===== src/rtl/pipe_addsub_pkg.sv =====
// -----------------------------------------------------------------------------
// pipe_addsub_pkg
//
// Shared definitions for the pipelined adder/subtractor:
//   seg_width()  - bits handled by each pipeline segment (WIDTH / STAGES)
//   params_ok()  - elaboration-time legality of a WIDTH/STAGES pair
//   full_adder() - the 1-bit full-adder cell the segment adders are built from
// -----------------------------------------------------------------------------
package pipe_addsub_pkg;

    // Width of one carry-chain segment. A zero STAGES is reported by
    // params_ok(); this only avoids a division by zero before that check.
    function automatic int seg_width(input int width, input int stages);
        return (stages > 0) ? (width / stages) : 1;
    endfunction

    // A legal configuration splits the chain into equal, non-empty segments.
    function automatic logic params_ok(input int width, input int stages);
        return (stages >= 1) && (stages <= width) && ((width % stages) == 0);
    endfunction

    // 1-bit full adder cell, returned as {carry_out, sum}.
    function automatic logic [1:0] full_adder(input logic a, input logic b,
                                              input logic ci);
        return {(a & b) | (ci & (a ^ b)), a ^ b ^ ci};
    endfunction

endpackage


===== src/rtl/add_seg.sv =====
// -----------------------------------------------------------------------------
// add_seg
//
// Combinational SEG-bit ripple-carry adder made of full-adder cells. One of
// these sits in every pipeline segment of pipe_addsub.
//
// Ports:
//   a, b      [SEG-1:0]  operand slices (b already inverted for subtraction)
//   ci                   carry into bit 0
//   s         [SEG-1:0]  sum slice
//   co                   carry out of the top bit
//   c_msb_in             carry into the top bit; with co it gives signed
//                        overflow when this is the most significant segment
// -----------------------------------------------------------------------------
module add_seg
    import pipe_addsub_pkg::*;
#(
    parameter int SEG = 11
) (
    input  logic [SEG-1:0] a,
    input  logic [SEG-1:0] b,
    input  logic           ci,
    output logic [SEG-1:0] s,
    output logic           co,
    output logic           c_msb_in
);

    // c[i] is the carry into bit i; c[SEG] leaves the segment.
    logic [SEG:0] c;

    assign c[0] = ci;

    for (genvar i = 0; i < SEG; i++) begin : g_bit
        assign {c[i+1], s[i]} = full_adder(a[i], b[i], c[i]);
    end

    assign co       = c[SEG];
    assign c_msb_in = c[SEG-1];

endmodule


===== src/rtl/pipe_addsub.sv =====
// -----------------------------------------------------------------------------
// pipe_addsub
//
// Pipelined ripple-carry adder/subtractor. The WIDTH-bit carry chain is cut
// into STAGES equal segments with a register boundary after each segment, so
// the result appears STAGES cycles after the operands are accepted.
//
// Ports:
//   clk, rst_n          clock (rising edge) and asynchronous active-low reset
//   in_valid, in_ready  operand handshake
//   A, B   [WIDTH:1]    operands
//   cin                 carry-in for addition (ignored when sub=1)
//   sub                 0: S = A + B + cin, 1: S = A - B
//   out_valid, out_ready result handshake
//   S      [WIDTH:1]    sum/difference
//   cout                carry out of bit WIDTH (sub=1: 1 means no borrow)
//   ovf                 two's-complement overflow
//
// Handshake: a transfer happens on a rising edge where valid and ready are both
// high. The whole pipeline advances together on en = ~out_valid | out_ready, and
// in_ready is exactly en, so in_ready never depends on in_valid. A source that
// sees in_ready low must keep in_valid and its operands unchanged. S, cout and
// ovf stay frozen while out_valid is high and out_ready is low.
//
// Per stage k the registers hold: the result slices already produced, the
// operand slices still to be consumed (skewed along with the data), the carry
// leaving segment k, and a valid bit. Bubbles travel like data with valid=0 and
// do not overwrite data registers, so outputs keep the last valid result.
// -----------------------------------------------------------------------------
module pipe_addsub
    import pipe_addsub_pkg::*;
#(
    parameter int WIDTH  = 22,
    parameter int STAGES = 2
) (
    input  logic             clk,
    input  logic             rst_n,
    input  logic             in_valid,
    output logic             in_ready,
    input  logic [WIDTH:1]   A,
    input  logic [WIDTH:1]   B,
    input  logic             cin,
    input  logic             sub,
    output logic             out_valid,
    input  logic             out_ready,
    output logic [WIDTH:1]   S,
    output logic             cout,
    output logic             ovf
);

    localparam int SEG = seg_width(WIDTH, STAGES);

    if (!params_ok(WIDTH, STAGES)) begin : g_param_check
        $error("pipe_addsub: WIDTH must be a multiple of STAGES, 1 <= STAGES <= WIDTH");
    end

    // Input conditioning: subtraction is A + ~B + 1.
    logic             en;
    logic [WIDTH-1:0] a_in;
    logic [WIDTH-1:0] b_eff;
    logic             c_eff;

    assign a_in  = A;
    assign b_eff = B ^ {WIDTH{sub}};
    assign c_eff = sub | cin;

    // Stage registers, index k = stage k+1.
    logic [STAGES-1:0][WIDTH-1:0] a_r;
    logic [STAGES-1:0][WIDTH-1:0] b_r;
    logic [STAGES-1:0][WIDTH-1:0] s_r;
    logic [STAGES-1:0]            c_r;
    logic [STAGES-1:0]            v_r;
    logic                         ovf_r;

    // Source of each stage: index 0 is the input port, index k+1 is stage k.
    // Building these as one concatenation keeps the first stage regular.
    logic [STAGES:0][WIDTH-1:0] a_src;
    logic [STAGES:0][WIDTH-1:0] b_src;
    logic [STAGES:0][WIDTH-1:0] s_src;
    logic [STAGES:0]            c_src;
    logic [STAGES:0]            v_src;

    assign a_src = {a_r, a_in};
    assign b_src = {b_r, b_eff};
    assign s_src = {s_r, {WIDTH{1'b0}}};
    assign c_src = {c_r, c_eff};
    assign v_src = {v_r, in_valid};

    // Segment adders.
    logic [STAGES-1:0][SEG-1:0] seg_a;
    logic [STAGES-1:0][SEG-1:0] seg_b;
    logic [STAGES-1:0][SEG-1:0] seg_s;
    logic [STAGES-1:0]          seg_co;
    logic [STAGES-1:0]          seg_cm;

    for (genvar k = 0; k < STAGES; k++) begin : g_seg
        assign seg_a[k] = a_src[k][k*SEG +: SEG];
        assign seg_b[k] = b_src[k][k*SEG +: SEG];

        add_seg #(
            .SEG(SEG)
        ) u_add_seg (
            .a        (seg_a[k]),
            .b        (seg_b[k]),
            .ci       (c_src[k]),
            .s        (seg_s[k]),
            .co       (seg_co[k]),
            .c_msb_in (seg_cm[k])
        );
    end

    // Result word leaving stage k: earlier slices carried forward, slice k new.
    logic [STAGES-1:0][WIDTH-1:0] s_next;

    always_comb begin
        s_next = '0;
        for (int k = 0; k < STAGES; k++) begin
            s_next[k]                = s_src[k];
            s_next[k][k*SEG +: SEG]  = seg_s[k];
        end
    end

    assign en = ~v_r[STAGES-1] | out_ready;

    always_ff @(posedge clk or negedge rst_n) begin
        if (!rst_n) begin
            a_r   <= '0;
            b_r   <= '0;
            s_r   <= '0;
            c_r   <= '0;
            v_r   <= '0;
            ovf_r <= 1'b0;
        end else if (en) begin
            v_r <= v_src[STAGES-1:0];
            for (int k = 0; k < STAGES; k++) begin
                // A bubble moves the valid bit only, leaving the data of the
                // last real result in place.
                if (v_src[k]) begin
                    a_r[k] <= a_src[k];
                    b_r[k] <= b_src[k];
                    s_r[k] <= s_next[k];
                    c_r[k] <= seg_co[k];
                end
            end
            if (v_src[STAGES-1]) begin
                ovf_r <= seg_co[STAGES-1] ^ seg_cm[STAGES-1];
            end
        end
    end

    assign in_ready  = en;
    assign out_valid = v_r[STAGES-1];
    assign S         = s_r[STAGES-1];
    assign cout      = c_r[STAGES-1];
    assign ovf       = ovf_r;

    // Operand slices already consumed, the zero seed of the result word and
    // the inner-segment MSB carries have no reader; they fold into this sink.
    logic unused_bits;
    assign unused_bits = ^{a_src, b_src, s_src, seg_cm};

endmodule


===== config.mk =====
export PLATFORM = sky130hd
export DESIGN_NAME = pipe_addsub
export DESIGN_NICKNAME = d
export VERILOG_FILES = /design/src/rtl/pipe_addsub_pkg.sv /design/src/rtl/add_seg.sv /design/src/rtl/pipe_addsub.sv
export SDC_FILE = /design/constraint.sdc
export NUM_CORES = 1
export LEC_CHECK = 0
export BUFFER_PORTS_ARGS = -buffer_cell sky130_fd_sc_hd__buf_2
export CAP_MARGIN = 0
export CORE_MARGIN = 3
export CORE_UTILIZATION = 30
export DETAILED_ROUTE_END_ITERATION = 7
export PLACE_DENSITY = 0.51
export SETUP_SLACK_MARGIN = 0.1
export SYNTH_ARGS = -nofsm -noshare
export SYNTH_HDL_FRONTEND = slang
export SYNTH_HIERARCHICAL = 1
export SYNTH_SLANG_ARGS = --single-unit

===== constraint.sdc =====
create_clock -name clk -period 7.3 [get_ports clk]
set_input_delay 1.46 -clock clk [delete_from_list [all_inputs] [get_ports clk]]
set_output_delay 1.46 -clock clk [all_outputs]
set_load 0.05 [all_outputs]

* After elaboration in Yosys (flattened, before gate mapping)
Index checks and enable logic that the tools add are counted.
** Storage, ports and cells
- Input bits :: 50
- Output and inout bits :: 26
- Bits in registers :: 82
- Logic and storage cells :: 125
** Operators by class
- Bitwise logic cells :: 115
- Reduce and logical (&&, ||, !) cells :: 2
** Operators with widths (number)
- $xor 1x1->1 :: 45
- $and 1x1->1 :: 44
- $or 1x1->1 :: 24
- $xor 22x22->22 :: 1
- $reduce_and 2->1 :: 2
- $not 1->1 :: 1

* Depth between registers and ports, before layout
Gate-level depths: netlist (run 1).
- Word-level depth :: 24
- Mapped depth :: 19
- Depth with buffers taken out :: 17

* By module
The synthesis (run 1) kept the hierarchy.
** By module, submodules not included
- pipe_addsub :: seq. area each 1501.4 um^2, times used 1, cells each 157, area an instance 2686.3 um^2
- add_seg :: seq. area each 0.0 um^2, times used 2, cells each 21, area an instance 257.7 um^2

* Least setup slack after synthesis (run 1)
Ideal clock, no wire load.
- Kind :: input-to-reg
- From :: input sub
- To :: register s_r (netlist bit s_next[32])
- Data required time :: 7.175 ns
- Path buffers :: 2
- Data arrival time :: 6.231 ns
- Setup time :: 0.125 ns
- Stages on the path :: 19
- Setup slack :: 0.944 ns
- Path through :: buf_4 > buf_4 > or2_2 > inv_1 > fa_1 > inv_1 > fa_1 > fa_1 > fa_1 > fa_1 > fa_1 > fa_1 > fa_1 > fa_1 > inv_1 > fa_1 > inv_1 > fa_1 > mux2_2
** RTL lines
- from (decl) :: RTL line pipe_addsub.sv:43 : input logic sub,
- to (signal, indexed assignment) :: RTL line pipe_addsub.sv:141 : s_r[k] <= s_next[k];
- to (decl) :: RTL line pipe_addsub.sv:70 : logic [STAGES-1:0][WIDTH-1:0] s_r;

==> flow_results.xml, run 1 <==
<?xml version="1.0" encoding="UTF-8"?>
<metrics>
  <group name="floorplan">
    <metric name="die-height" unit="um">109</metric>
    <metric name="number_of_cell_rows" unit="">37</metric>
    <metric name="fp.dieW" unit="um">109</metric>
    <metric name="initial_util" unit="">0.309</metric>
    <metric name="dieArea" unit="um2">11900</metric>
    <metric name="top_level_ports" unit="">76</metric>
    <metric name="floorplan.core_area" unit="um2">10400</metric>
  </group>
  <group name="logic_synthesis">
    <metric name="synth_sequential_area_ratio" unit="">0.469</metric>
    <metric name="syn-num-nets" unit="">271</metric>
    <metric name="synthDominantAreaCellType" unit="">sky130_fd_sc_hd__dfrtp_1</metric>
    <metric name="synth-seq-cells" unit="">60</metric>
    <metric name="synth.top_cells.by_area" unit="">sky130_fd_sc_hd__dfrtp_1 47%, sky130_fd_sc_hd__mux2_4 23%, sky130_fd_sc_hd__fa_1 14%, sky130_fd_sc_hd__xor2_1 6.3%, sky130_fd_sc_hd__mux2_2 3.2%</metric>
    <metric name="yosysTopAreaCellShare" unit="">0.469</metric>
    <metric name="post_synth_num_cell_types" unit="">14</metric>
    <metric name="postSynthCellCount" unit="">199</metric>
    <metric name="yosysWarnings" unit="">6</metric>
    <metric name="netlist_area" unit="um2">3200</metric>
    <metric name="syn_avg_cell_area" unit="um2">16.1</metric>
  </group>
  <group name="clock_network">
    <metric name="post-cts-setup-buffers" unit="">0</metric>
    <metric name="clk_transition_reported_paths" unit="ns">0.07</metric>
    <metric name="postCtsHoldBufs" unit="">0</metric>
    <metric name="clk_root_buffer_cell" unit="">sky130_fd_sc_hd__clkbuf_8</metric>
    <metric name="clock_insertion_delay_worst_skew" unit="ns">0.34</metric>
    <metric name="tritoncts" unit="">yes</metric>
    <metric name="cts.sink_count" unit="">60</metric>
    <metric name="number_of_gates_resized_after_cts" unit="">0</metric>
    <metric name="htree_num_levels" unit="">3</metric>
    <metric name="cts.path.max_buffers" unit="">2</metric>
    <metric name="number_of_clock_buffers_inserted_by_tritoncts" unit="">9</metric>
  </group>
  <group name="detailed_routing">
    <metric name="drtPass1Iterations" unit="">3</metric>
    <metric name="route.final.wire_length" unit="mm">5.93</metric>
    <metric name="vias" unit="">1696</metric>
    <metric name="antenna_left" unit="">0</metric>
    <metric name="drt_drc_violations_left" unit="">0</metric>
    <metric name="violation_count_after_the_first_detailed_route_iteration" unit="">34</metric>
    <metric name="wire_length_per_cell" unit="um">14.2</metric>
    <metric name="vias_cell" unit="">4.06</metric>
  </group>
  <group name="placement">
    <metric name="port_buffers" unit="">75</metric>
    <metric name="gp_congestion" unit="">0.666</metric>
    <metric name="post-place-cells" unit="">403</metric>
    <metric name="dpl_cell_area" unit="um2">3670</metric>
    <metric name="pre_cts_ws" unit="ns">0.849</metric>
    <metric name="hpwl_after_detailed_placement" unit="mm">4.05</metric>
  </group>
  <group name="cells_and_area">
    <metric name="finalNetCount" unit="">350</metric>
    <metric name="final_core_util" unit="">0.370</metric>
    <metric name="finish.instance_area" unit="um2">3840</metric>
    <metric name="layout.cells.most_common_list" unit="">75 x sky130_fd_sc_hd__buf_2, 60 x sky130_fd_sc_hd__dfrtp_1, 49 x sky130_fd_sc_hd__mux2_4</metric>
    <metric name="layout.cells.most_common" unit="">sky130_fd_sc_hd__buf_2</metric>
    <metric name="layout-drive-gt1-share" unit="">0.535</metric>
    <metric name="final_cells" unit="">418</metric>
    <metric name="antenna-diode-count" unit="">0</metric>
    <metric name="area.growth.synth_to_final" unit="%">20.0</metric>
  </group>
  <group name="global_routing">
    <metric name="grt_start_max_net_pins" unit="">61</metric>
    <metric name="initial_antenna_violation_count" unit="">0</metric>
    <metric name="global_route.overflow_total" unit="">0</metric>
    <metric name="track_usage" unit="">0.107</metric>
    <metric name="grt_first_pass_wirelength" unit="mm">9.43</metric>
    <metric name="grt_pass1_vias" unit="">1788</metric>
  </group>
  <group name="hold_path">
    <metric name="whs_path_depth" unit="">1</metric>
    <metric name="hp-start" unit="">S[14]$_DFFE_PN0P_</metric>
    <metric name="min_delay_worst_endpoint" unit="">S[14]$_DFFE_PN0P_</metric>
    <metric name="hold_class" unit="">reg2reg</metric>
  </group>
  <group name="timing">
    <metric name="grt_setup_unrepaired" unit="">no</metric>
    <metric name="final.setup.tns" unit="ns">0</metric>
    <metric name="worst_slack" unit="ns">1.22</metric>
    <metric name="timing.final.setup_violations" unit="">0</metric>
    <metric name="finalHoldViolations" unit="">0</metric>
    <metric name="drv_slew" unit="">0</metric>
    <metric name="max-slew-margin-rel" unit="">0.473</metric>
    <metric name="final.hold.worst_slack" unit="ns">0.508</metric>
    <metric name="max_freq" unit="MHz">164</metric>
    <metric name="min_period" unit="ns">6.08</metric>
    <metric name="tightestPinTransition" unit="ns">0.790</metric>
    <metric name="finClkSkew" unit="ns">0.00851</metric>
    <metric name="finalCritPeriodShare" unit="">0.833</metric>
  </group>
  <group name="worst_setup_path">
    <metric name="critical_path.most_common_cell" unit="">sky130_fd_sc_hd__fa_1</metric>
    <metric name="crit_path_max_fanout" unit="">7</metric>
    <metric name="crit_required" unit="ns">7.52</metric>
    <metric name="slowest_library_cell_on_the_worst_path" unit="">sky130_fd_sc_hd__fa_1</metric>
    <metric name="crit_chain" unit="">buf_2 &gt; or2_2 &gt; inv_1 &gt; fa_1 &gt; inv_1 &gt; fa_1 &gt; fa_1 &gt; fa_1 &gt; fa_1 &gt; fa_1 &gt; fa_1 &gt; fa_1 &gt; fa_1 &gt; inv_1 &gt; fa_1 &gt; inv_1 &gt; fa_1 &gt; mux2_2</metric>
    <metric name="reg2regPathDepth" unit="">17</metric>
    <metric name="worst_r2r_startpoint" unit="">c_r[0]$_DFFE_PN0P_</metric>
    <metric name="rr_endpoint" unit="">ovf$_DFFE_PN0P_</metric>
    <metric name="worstSetupPathType" unit="">in2reg</metric>
    <metric name="arrival" unit="ns">6.31</metric>
    <metric name="worst_setup_path_start_kind" unit="">primary input</metric>
    <metric name="cp-end-kind" unit="">register</metric>
    <metric name="timing.critical_path.slowest_cell_delay" unit="ns">0.43</metric>
    <metric name="worst-r2r-setup-slack" unit="ns">2.16</metric>
  </group>
  <group name="flow_run">
    <metric name="drv_cap" unit="">0</metric>
  </group>
  <group name="pwr">
    <metric name="totalPowerFinal" unit="mW">1.46</metric>
    <metric name="total_leakage_power" unit="nW">1.95</metric>
    <metric name="power-per-cell-area" unit="nW/um2">379</metric>
    <metric name="worst_ir_drop_vdd" unit="mV">0.128</metric>
  </group>
  <group name="run_status">
    <metric name="run_status" unit="">complete, no violations</metric>
  </group>
</metrics>
-- cell usage after synthesis (all sizes together) --
| cell | n |
|---|---|
| xor2 | 23 |
| dfrtp | 60 |
| buf | 9 |
| o21ai | 1 |
| fa | 22 |
| nand2 | 3 |
| nand2b | 1 |
| mux2 | 58 |
| or2 | 1 |
| inv | 21 |
-- state kept, by name, summed over array words and instances (netlist names) --
| register | cells |
|---|---|
| S | 22 |
| a_r | 11 |
| s_next | 11 |
| ovf | 1 |
| b_r | 11 |
| c_r | 2 |
| v_r | 2 |
-- critical path: cells and delay by family --
kind          cells  cell delay (ns)
fa+ha+maj        11             3.88
buf+inv           5             0.40
mux               1             0.26
simple gates      1             0.30
-- cell type report --
class	instances	area, um2
multi-input combinational	109	1530
fill	1021	6530
sequential	60	1500
inverter	21	78.8
clock buffer	13	159
timing repair buffer	77	390
tap	136	170
clock inverter	2	10.0
-- power breakdown --
group          switching, mW  internal, mW
clock network          0.128         0.139
logic                  0.393         0.270
registers             0.0723         0.454
total                  0.594         0.863
-- cells by family after synthesis --
logic type / after synthesis / share of synthesized area
AND/OR/NAND/NOR: 5 / 0.0149
buffers and inverters: 30 / 0.0528
AO/OA/AOI/OAI: 1 / 0.00156
multiplexers: 58 / 0.261
XOR/XNOR: 23 / 0.0629
adder cells (fa/ha/maj): 22 / 0.138
flip-flops: 60 / 0.469
-- layer usage --
| layer | vias up | global-route usage | wire, um |
|---|---|---|---|
| met1 | 830 | 0.137 | 2790 |
| met3 | 7 | 0.0493 | 516 |
| li1 | 794 | - | - |
| met2 | 65 | 0.161 | 2550 |
| met5 | - | 0 | 0 |
| met4 | 0 | 0.0374 | 73 |
-- how the worst max path moves through the flow --
stage,start,endpoint,depth (start not counted)
3_5_place_dp,sub,s_next[32]$_DFFE_PN0P_,18
3_3_place_gp,sub,s_next[32]$_DFFE_PN0P_,18
4_1_cts,sub,s_next[32]$_DFFE_PN0P_,18
6_report,sub,s_next[32]$_DFFE_PN0P_,18
5_1_grt,sub,s_next[32]$_DFFE_PN0P_,18
2_1_floorplan,sub,s_next[32]$_DFFE_PN0P_,19
No activity file was read; power rests on OpenSTA's default activity.
==> run 2, diff against run 1 <==
- clock period: 7.3 -> 5.8 ns (I/O delays scaled with it)
==> run 2 against run 1 <==
  * Total power grew 28%
  * Routed wire length shrank 1.8%
  * Sequential cell count is the same
  * Core utilization grew 0.39 points
  * Die area is the same
==> flow_results.xml, run 2 (synthesized netlist as in run 1, its figures left out) <==
<?xml version="1.0" encoding="UTF-8"?>
<metrics>
  <group name="run_status">
    <metric name="run_status" unit="">complete, no violations</metric>
  </group>
  <group name="clock_network">
    <metric name="postCtsHoldBufs" unit="">0</metric>
    <metric name="clk_root_buffer_cell" unit="">sky130_fd_sc_hd__clkbuf_8</metric>
    <metric name="number_of_gates_resized_after_cts" unit="">0</metric>
    <metric name="number_of_clock_buffers_inserted_by_tritoncts" unit="">9</metric>
    <metric name="tritoncts" unit="">yes</metric>
    <metric name="clock_insertion_delay_worst_skew" unit="ns">0.33</metric>
    <metric name="clk_transition_reported_paths" unit="ns">0.06</metric>
    <metric name="htree_num_levels" unit="">3</metric>
    <metric name="cts.path.max_buffers" unit="">2</metric>
    <metric name="cts.sink_count" unit="">60</metric>
    <metric name="post-cts-setup-buffers" unit="">0</metric>
  </group>
  <group name="global_routing">
    <metric name="global_route.overflow_total" unit="">0</metric>
    <metric name="grt_start_max_net_pins" unit="">61</metric>
    <metric name="initial_antenna_violation_count" unit="">0</metric>
    <metric name="grt_pass1_vias" unit="">1834</metric>
    <metric name="track_usage" unit="">0.108</metric>
    <metric name="grt_first_pass_wirelength" unit="mm">9.60</metric>
  </group>
  <group name="flow_run">
    <metric name="drv_cap" unit="">0</metric>
  </group>
  <group name="worst_setup_path">
    <metric name="cp-end-kind" unit="">register</metric>
    <metric name="reg2regPathDepth" unit="">17</metric>
    <metric name="worstSetupPathType" unit="">in2reg</metric>
    <metric name="timing.critical_path.slowest_cell_delay" unit="ns">0.43</metric>
    <metric name="setup.worst_path.start" unit="">sub</metric>
    <metric name="rr_endpoint" unit="">ovf$_DFFE_PN0P_</metric>
    <metric name="critical_path.most_common_cell" unit="">sky130_fd_sc_hd__fa_2</metric>
    <metric name="critPathBufInv" unit="">5</metric>
    <metric name="slowest_library_cell_on_the_worst_path" unit="">sky130_fd_sc_hd__fa_1</metric>
    <metric name="worst-r2r-setup-slack" unit="ns">0.67</metric>
    <metric name="worst_path_dominant_cell_family" unit="">adder cells</metric>
    <metric name="arrival" unit="ns">5.63</metric>
    <metric name="worst-path-stages" unit="">18</metric>
    <metric name="crit_path_max_fanout" unit="">4</metric>
    <metric name="worst_setup_path_endpoint" unit="">s_next[32]$_DFFE_PN0P_</metric>
    <metric name="crit_chain" unit="">buf_2 &gt; or2_2 &gt; inv_1 &gt; fa_1 &gt; inv_1 &gt; fa_2 &gt; fa_2 &gt; fa_2 &gt; fa_2 &gt; fa_2 &gt; fa_2 &gt; fa_2 &gt; fa_1 &gt; inv_1 &gt; fa_1 &gt; inv_1 &gt; fa_1 &gt; mux2_2</metric>
    <metric name="worst_r2r_startpoint" unit="">c_r[0]$_DFFE_PN0P_</metric>
    <metric name="crit_required" unit="ns">6.01</metric>
    <metric name="worst_setup_path_start_kind" unit="">primary input</metric>
  </group>
  <group name="hold_path">
    <metric name="hold_class" unit="">reg2reg</metric>
    <metric name="whs_path_depth" unit="">1</metric>
  </group>
  <group name="cells_and_area">
    <metric name="layout.cells.most_common_list" unit="">75 x sky130_fd_sc_hd__buf_2, 60 x sky130_fd_sc_hd__dfrtp_1, 49 x sky130_fd_sc_hd__mux2_4</metric>
    <metric name="antenna-diode-count" unit="">0</metric>
    <metric name="layout-drive-gt1-share" unit="">0.558</metric>
    <metric name="finish.instance_area" unit="um2">3880</metric>
    <metric name="largest_register_ff_count" unit="">22</metric>
    <metric name="area.growth.synth_to_final" unit="%">21.2</metric>
    <metric name="finalNetCount" unit="">351</metric>
    <metric name="layout.cells.most_common" unit="">sky130_fd_sc_hd__buf_2</metric>
  </group>
  <group name="placement">
    <metric name="gp_congestion" unit="">0.687</metric>
    <metric name="dpl_cell_area" unit="um2">3700</metric>
    <metric name="hpwl_after_detailed_placement" unit="mm">4.10</metric>
    <metric name="port_buffers" unit="">75</metric>
  </group>
  <group name="floorplan">
    <metric name="initial_util" unit="">0.309</metric>
    <metric name="die-height" unit="um">109</metric>
    <metric name="fp.dieW" unit="um">109</metric>
    <metric name="number_of_cell_rows" unit="">37</metric>
    <metric name="floorplan.core_area" unit="um2">10400</metric>
    <metric name="dieArea" unit="um2">11900</metric>
    <metric name="top_level_ports" unit="">76</metric>
  </group>
  <group name="detailed_routing">
    <metric name="vias_cell" unit="">4.05</metric>
    <metric name="route.final.wire_length" unit="mm">5.82</metric>
    <metric name="vias" unit="">1696</metric>
    <metric name="violation_count_after_the_first_detailed_route_iteration" unit="">25</metric>
    <metric name="wire_length_per_cell" unit="um">13.9</metric>
    <metric name="drt_drc_violations_left" unit="">0</metric>
    <metric name="drtPass1Iterations" unit="">4</metric>
    <metric name="antenna_left" unit="">0</metric>
  </group>
  <group name="timing">
    <metric name="tightestPinTransition" unit="ns">0.767</metric>
    <metric name="min_period" unit="ns">5.42</metric>
    <metric name="finClkSkew" unit="ns">0.00979</metric>
    <metric name="grt_setup_unrepaired" unit="">no</metric>
    <metric name="finalHoldViolations" unit="">0</metric>
    <metric name="final.hold.worst_slack" unit="ns">0.501</metric>
    <metric name="final.setup.tns" unit="ns">0</metric>
    <metric name="drv_slew" unit="">0</metric>
    <metric name="max-slew-margin-rel" unit="">0.489</metric>
    <metric name="finalCritPeriodShare" unit="">0.934</metric>
    <metric name="timing.final.setup_violations" unit="">0</metric>
    <metric name="max_freq" unit="MHz">185</metric>
  </group>
  <group name="pwr">
    <metric name="total_leakage_power" unit="nW">1.96</metric>
    <metric name="worst_ir_drop_vdd" unit="mV">0.176</metric>
    <metric name="power-per-cell-area" unit="nW/um2">480</metric>
  </group>
</metrics>
[run 2: changes by cell type in the layout (fill, tap and decap cells not counted)]
cell,delta
sky130_fd_sc_hd__buf_4,+1
sky130_fd_sc_hd__bufinv_16,+1
sky130_fd_sc_hd__clkbuf_1,+1
sky130_fd_sc_hd__clkbuf_8,-1
sky130_fd_sc_hd__clkinv_2,-1
sky130_fd_sc_hd__fa_1,-7
sky130_fd_sc_hd__fa_2,+7
[run 2: worst min path at each step]
stage                          to  slack [ns]              startpoint
2_1_floorplan   S[11]$_DFFE_PN0P_        0.48  s_next[32]$_DFFE_PN0P_
3_3_place_gp   c_r[1]$_DFFE_PN0P_        0.49      c_r[1]$_DFFE_PN0P_
3_5_place_dp     S[6]$_DFFE_PN0P_        0.49        S[6]$_DFFE_PN0P_
4_1_cts        c_r[1]$_DFFE_PN0P_        0.51      c_r[1]$_DFFE_PN0P_
5_1_grt         S[18]$_DFFE_PN0P_        0.52       S[18]$_DFFE_PN0P_
6_report         S[1]$_DFFE_PN0P_        0.50        S[1]$_DFFE_PN0P_
[run 2: worst reg2reg max path: stages (launching register included)]
cell and delay [ns]:
sky130_fd_sc_hd__dfrtp_1 0.38, sky130_fd_sc_hd__inv_1 0.10, sky130_fd_sc_hd__fa_1 0.18, sky130_fd_sc_hd__inv_1 0.05
sky130_fd_sc_hd__fa_1 0.39, sky130_fd_sc_hd__fa_1 0.40, sky130_fd_sc_hd__fa_1 0.39, sky130_fd_sc_hd__fa_1 0.40
sky130_fd_sc_hd__fa_1 0.40, sky130_fd_sc_hd__fa_1 0.40, sky130_fd_sc_hd__fa_1 0.39, sky130_fd_sc_hd__fa_1 0.37
sky130_fd_sc_hd__inv_1 0.08, sky130_fd_sc_hd__fa_1 0.19, sky130_fd_sc_hd__inv_1 0.08, sky130_fd_sc_hd__fa_1 0.40
sky130_fd_sc_hd__xor2_1 0.16, sky130_fd_sc_hd__mux2_2 0.26
[run 2: where the power goes]
group / internal, mW / switching (mW)
Combinational: 0.342 / 0.499
Clock: 0.208 / 0.153
Sequential: 0.571 / 0.0892
[run 2: stage by stage]
stage	cells	setup WS (ns)	power, mW	utilization
final	419	0.383	1.86	0.374
after global routing	419	0.259	1.99	0.374
after CTS	419	0.377	1.90	0.374
after detailed placement	404	0.0136	1.53	0.357
after global placement	404	0.0625	1.52	0.357
after floorplan	199	0.0629	1.33	-
[run 2: metal layers]
metal	share of wire	vias up	wire length, um	track usage
met1	0.48	828	2790	0.148
met4	0.019	0	112	0.0534
met5	0	-	0	0
li1	-	793	-	-
met3	0.079	11	457	0.0364
met2	0.42	64	2460	0.153
[run 2: layout make-up]
cell class / count / area, um2
fill: 1038 / 6490
timing repair buffer: 78 / 398
tap: 136 / 170
sequential: 60 / 1500
inverter: 21 / 78.8
clock buffer: 13 / 149
clock inverter: 2 / 35.0
multi-input combinational: 109 / 1550
==> run 3, diff against run 2 <==
- MAX_ROUTING_LAYER: default -> met4
- clock period: 5.8 -> 5.9 ns (I/O delays scaled with it)
==> run 3 against run 2 <==
  * Via count is 1.6% higher
  * Clock skew decreased by 0.00065 ns
  * Worst setup slack better by 0.045 ns
  * Sequential power is 2% lower
  * Cell area increased by 1.7%
  * Critical path type unchanged
  * Total power rose by 4.2%
==> flow_results.xml, run 3 (synthesized netlist as in run 1, its figures left out) <==
<?xml version="1.0" encoding="UTF-8"?>
<metrics>
  <group name="run_status">
    <metric name="run_status" unit="">complete, no violations</metric>
  </group>
  <group name="detailed_routing">
    <metric name="drtPass1Iterations" unit="">4</metric>
    <metric name="drt_drc_violations_left" unit="">0</metric>
    <metric name="antenna_left" unit="">0</metric>
    <metric name="wire_length_per_cell" unit="um">14.3</metric>
    <metric name="violation_count_after_the_first_detailed_route_iteration" unit="">39</metric>
    <metric name="route.final.wire_length" unit="mm">6.01</metric>
    <metric name="vias_cell" unit="">4.09</metric>
    <metric name="vias" unit="">1723</metric>
  </group>
  <group name="worst_setup_path">
    <metric name="worst_setup_path_endpoint" unit="">s_next[32]$_DFFE_PN0P_</metric>
    <metric name="arrival" unit="ns">5.69</metric>
    <metric name="reg2regPathDepth" unit="">17</metric>
    <metric name="worst_r2r_startpoint" unit="">c_r[0]$_DFFE_PN0P_</metric>
    <metric name="crit_required" unit="ns">6.12</metric>
    <metric name="worst-r2r-setup-slack" unit="ns">0.72</metric>
    <metric name="worstSetupPathType" unit="">in2reg</metric>
    <metric name="worst_setup_path_start_kind" unit="">primary input</metric>
    <metric name="setup.worst_path.start" unit="">sub</metric>
    <metric name="rr_endpoint" unit="">ovf$_DFFE_PN0P_</metric>
    <metric name="cp-end-kind" unit="">register</metric>
    <metric name="crit_path_max_fanout" unit="">3</metric>
  </group>
  <group name="clock_network">
    <metric name="number_of_clock_buffers_inserted_by_tritoncts" unit="">9</metric>
    <metric name="clk_root_buffer_cell" unit="">sky130_fd_sc_hd__clkbuf_8</metric>
    <metric name="htree_num_levels" unit="">3</metric>
    <metric name="tritoncts" unit="">yes</metric>
    <metric name="postCtsHoldBufs" unit="">0</metric>
    <metric name="clk_transition_reported_paths" unit="ns">0.07</metric>
    <metric name="clock_insertion_delay_worst_skew" unit="ns">0.33</metric>
    <metric name="number_of_gates_resized_after_cts" unit="">0</metric>
    <metric name="post-cts-setup-buffers" unit="">0</metric>
    <metric name="cts.path.max_buffers" unit="">2</metric>
    <metric name="cts.sink_count" unit="">60</metric>
  </group>
  <group name="floorplan">
    <metric name="floorplan.core_area" unit="um2">10400</metric>
    <metric name="number_of_cell_rows" unit="">37</metric>
    <metric name="initial_util" unit="">0.309</metric>
    <metric name="dieArea" unit="um2">11900</metric>
    <metric name="die-height" unit="um">109</metric>
    <metric name="top_level_ports" unit="">76</metric>
    <metric name="fp.dieW" unit="um">109</metric>
  </group>
  <group name="cells_and_area">
    <metric name="multi_input_comb_area" unit="um2">1550</metric>
    <metric name="layout-drive-gt1-share" unit="">0.563</metric>
    <metric name="layout.filler_cells" unit="">1039</metric>
    <metric name="area.growth.synth_to_final" unit="%">23.3</metric>
    <metric name="largest_register_ff_count" unit="">22</metric>
    <metric name="sequential_cell_area" unit="um2">1500</metric>
    <metric name="layout.cells.most_common" unit="">sky130_fd_sc_hd__buf_2</metric>
    <metric name="layout.cells.most_common_list" unit="">75 x sky130_fd_sc_hd__buf_2, 60 x sky130_fd_sc_hd__dfrtp_1, 49 x sky130_fd_sc_hd__mux2_4</metric>
    <metric name="final_cells" unit="">421</metric>
    <metric name="finalNetCount" unit="">351</metric>
  </group>
  <group name="timing">
    <metric name="max-slew-margin-rel" unit="">0.471</metric>
    <metric name="grt_setup_unrepaired" unit="">no</metric>
    <metric name="min_period" unit="ns">5.47</metric>
    <metric name="max_freq" unit="MHz">183</metric>
    <metric name="final.setup.tns" unit="ns">0</metric>
    <metric name="timing.final.setup_violations" unit="">0</metric>
    <metric name="finClkSkew" unit="ns">0.00914</metric>
    <metric name="finalCritPeriodShare" unit="">0.928</metric>
    <metric name="finalHoldViolations" unit="">0</metric>
    <metric name="tightestPinTransition" unit="ns">0.794</metric>
    <metric name="drv_slew" unit="">0</metric>
  </group>
  <group name="placement">
    <metric name="port_buffers" unit="">75</metric>
    <metric name="post-place-cells" unit="">404</metric>
    <metric name="hpwl_after_detailed_placement" unit="mm">4.16</metric>
    <metric name="gp_congestion" unit="">0.692</metric>
  </group>
  <group name="pwr">
    <metric name="power-per-cell-area" unit="nW/um2">491</metric>
    <metric name="worst_ir_drop_vdd" unit="mV">0.180</metric>
    <metric name="total_leakage_power" unit="nW">1.99</metric>
    <metric name="totalPowerFinal" unit="mW">1.94</metric>
  </group>
  <group name="global_routing">
    <metric name="track_usage" unit="">0.113</metric>
    <metric name="grt_pass1_vias" unit="">1873</metric>
    <metric name="initial_antenna_violation_count" unit="">0</metric>
    <metric name="grt_first_pass_wirelength" unit="mm">9.85</metric>
    <metric name="global_route.overflow_total" unit="">0</metric>
    <metric name="grt_start_max_net_pins" unit="">61</metric>
  </group>
  <group name="hold_path">
    <metric name="hold_class" unit="">reg2reg</metric>
    <metric name="whs_path_depth" unit="">1</metric>
  </group>
  <group name="flow_run">
    <metric name="drv_cap" unit="">0</metric>
  </group>
</metrics>
==> run 3: changes by cell type in the layout (fill, tap and decap cells not counted) <==
cell and delta:
sky130_fd_sc_hd__clkbuf_8 +1, sky130_fd_sc_hd__fa_2 -1, sky130_fd_sc_hd__fa_1 +1, sky130_fd_sc_hd__bufinv_16 +2, sky130_fd_sc_hd__diode_2 +1, sky130_fd_sc_hd__clkbuf_1 -2
==> run 3: how the worst min path moves through the flow <==
stage                                 startpoint                  to
after floorplan           s_next[32]$_DFFE_PN0P_   S[11]$_DFFE_PN0P_
after global placement        c_r[1]$_DFFE_PN0P_  c_r[1]$_DFFE_PN0P_
after detailed placement  s_next[32]$_DFFE_PN0P_   S[11]$_DFFE_PN0P_
after CTS                 s_next[32]$_DFFE_PN0P_   S[11]$_DFFE_PN0P_
after global routing             ovf$_DFFE_PN0P_     ovf$_DFFE_PN0P_
final                            ovf$_DFFE_PN0P_     ovf$_DFFE_PN0P_
==> run 3: metal layers <==
metal  vias up  wire (um)  global-route usage
met5         -          0                   -
met4         0        104              0.0427
met3        10        467              0.0399
met1       850       2810               0.144
li1        799          -                   -
met2        64       2630               0.166
==> run 3: area by class of cell <==
| cell class | instances | share of cell area |
|---|---|---|
| Inverter | 21 | 0.0200 |
| Multi-Input combinational cell | 109 | 0.392 |
| Sequential cell | 60 | 0.380 |
| Timing Repair Buffer | 78 | 0.101 |
| Antenna cell | 1 | 0.000634 |
| Tap cell | 136 | 0.0431 |
| Clock inverter | 4 | 0.0241 |
| Clock buffer | 12 | 0.0393 |
==> run 3: through the flow <==
step	hold WS, ns	utilization	setup slack (ns)	cell area, um2
3_5_place_dp	0.491	0.356	0.0608	3690
3_3_place_gp	0.488	0.356	0.101	3690
4_1_cts	0.508	0.380	0.434	3950
6_report	0.504	0.381	0.427	3950
5_1_grt	0.524	0.380	0.286	3950
2_1_floorplan	0.476	-	0.0980	3220
==> run 3: power breakdown <==
part	switching [mW]	internal, mW	total (mW)	leakage [nW]
sequential	0.0871	0.561	0.649	0.702
combinational	0.493	0.337	0.829	1.16
clock	0.158	0.303	0.462	0.127
total	0.738	1.20	1.94	1.99
==> run 3: worst max-delay path, stage by stage <==
cell	delay [ns]
sky130_fd_sc_hd__buf_2	0.13
sky130_fd_sc_hd__or2_2	0.29
sky130_fd_sc_hd__inv_1	0.08
sky130_fd_sc_hd__fa_1	0.17
sky130_fd_sc_hd__inv_1	0.05
sky130_fd_sc_hd__fa_1	0.38
sky130_fd_sc_hd__fa_2	0.35
sky130_fd_sc_hd__fa_2	0.34
sky130_fd_sc_hd__fa_2	0.35
sky130_fd_sc_hd__fa_2	0.35
sky130_fd_sc_hd__fa_2	0.35
sky130_fd_sc_hd__fa_2	0.34
sky130_fd_sc_hd__fa_1	0.36
sky130_fd_sc_hd__inv_1	0.08
sky130_fd_sc_hd__fa_1	0.15
sky130_fd_sc_hd__inv_1	0.06
sky130_fd_sc_hd__fa_1	0.42
sky130_fd_sc_hd__mux2_2	0.26
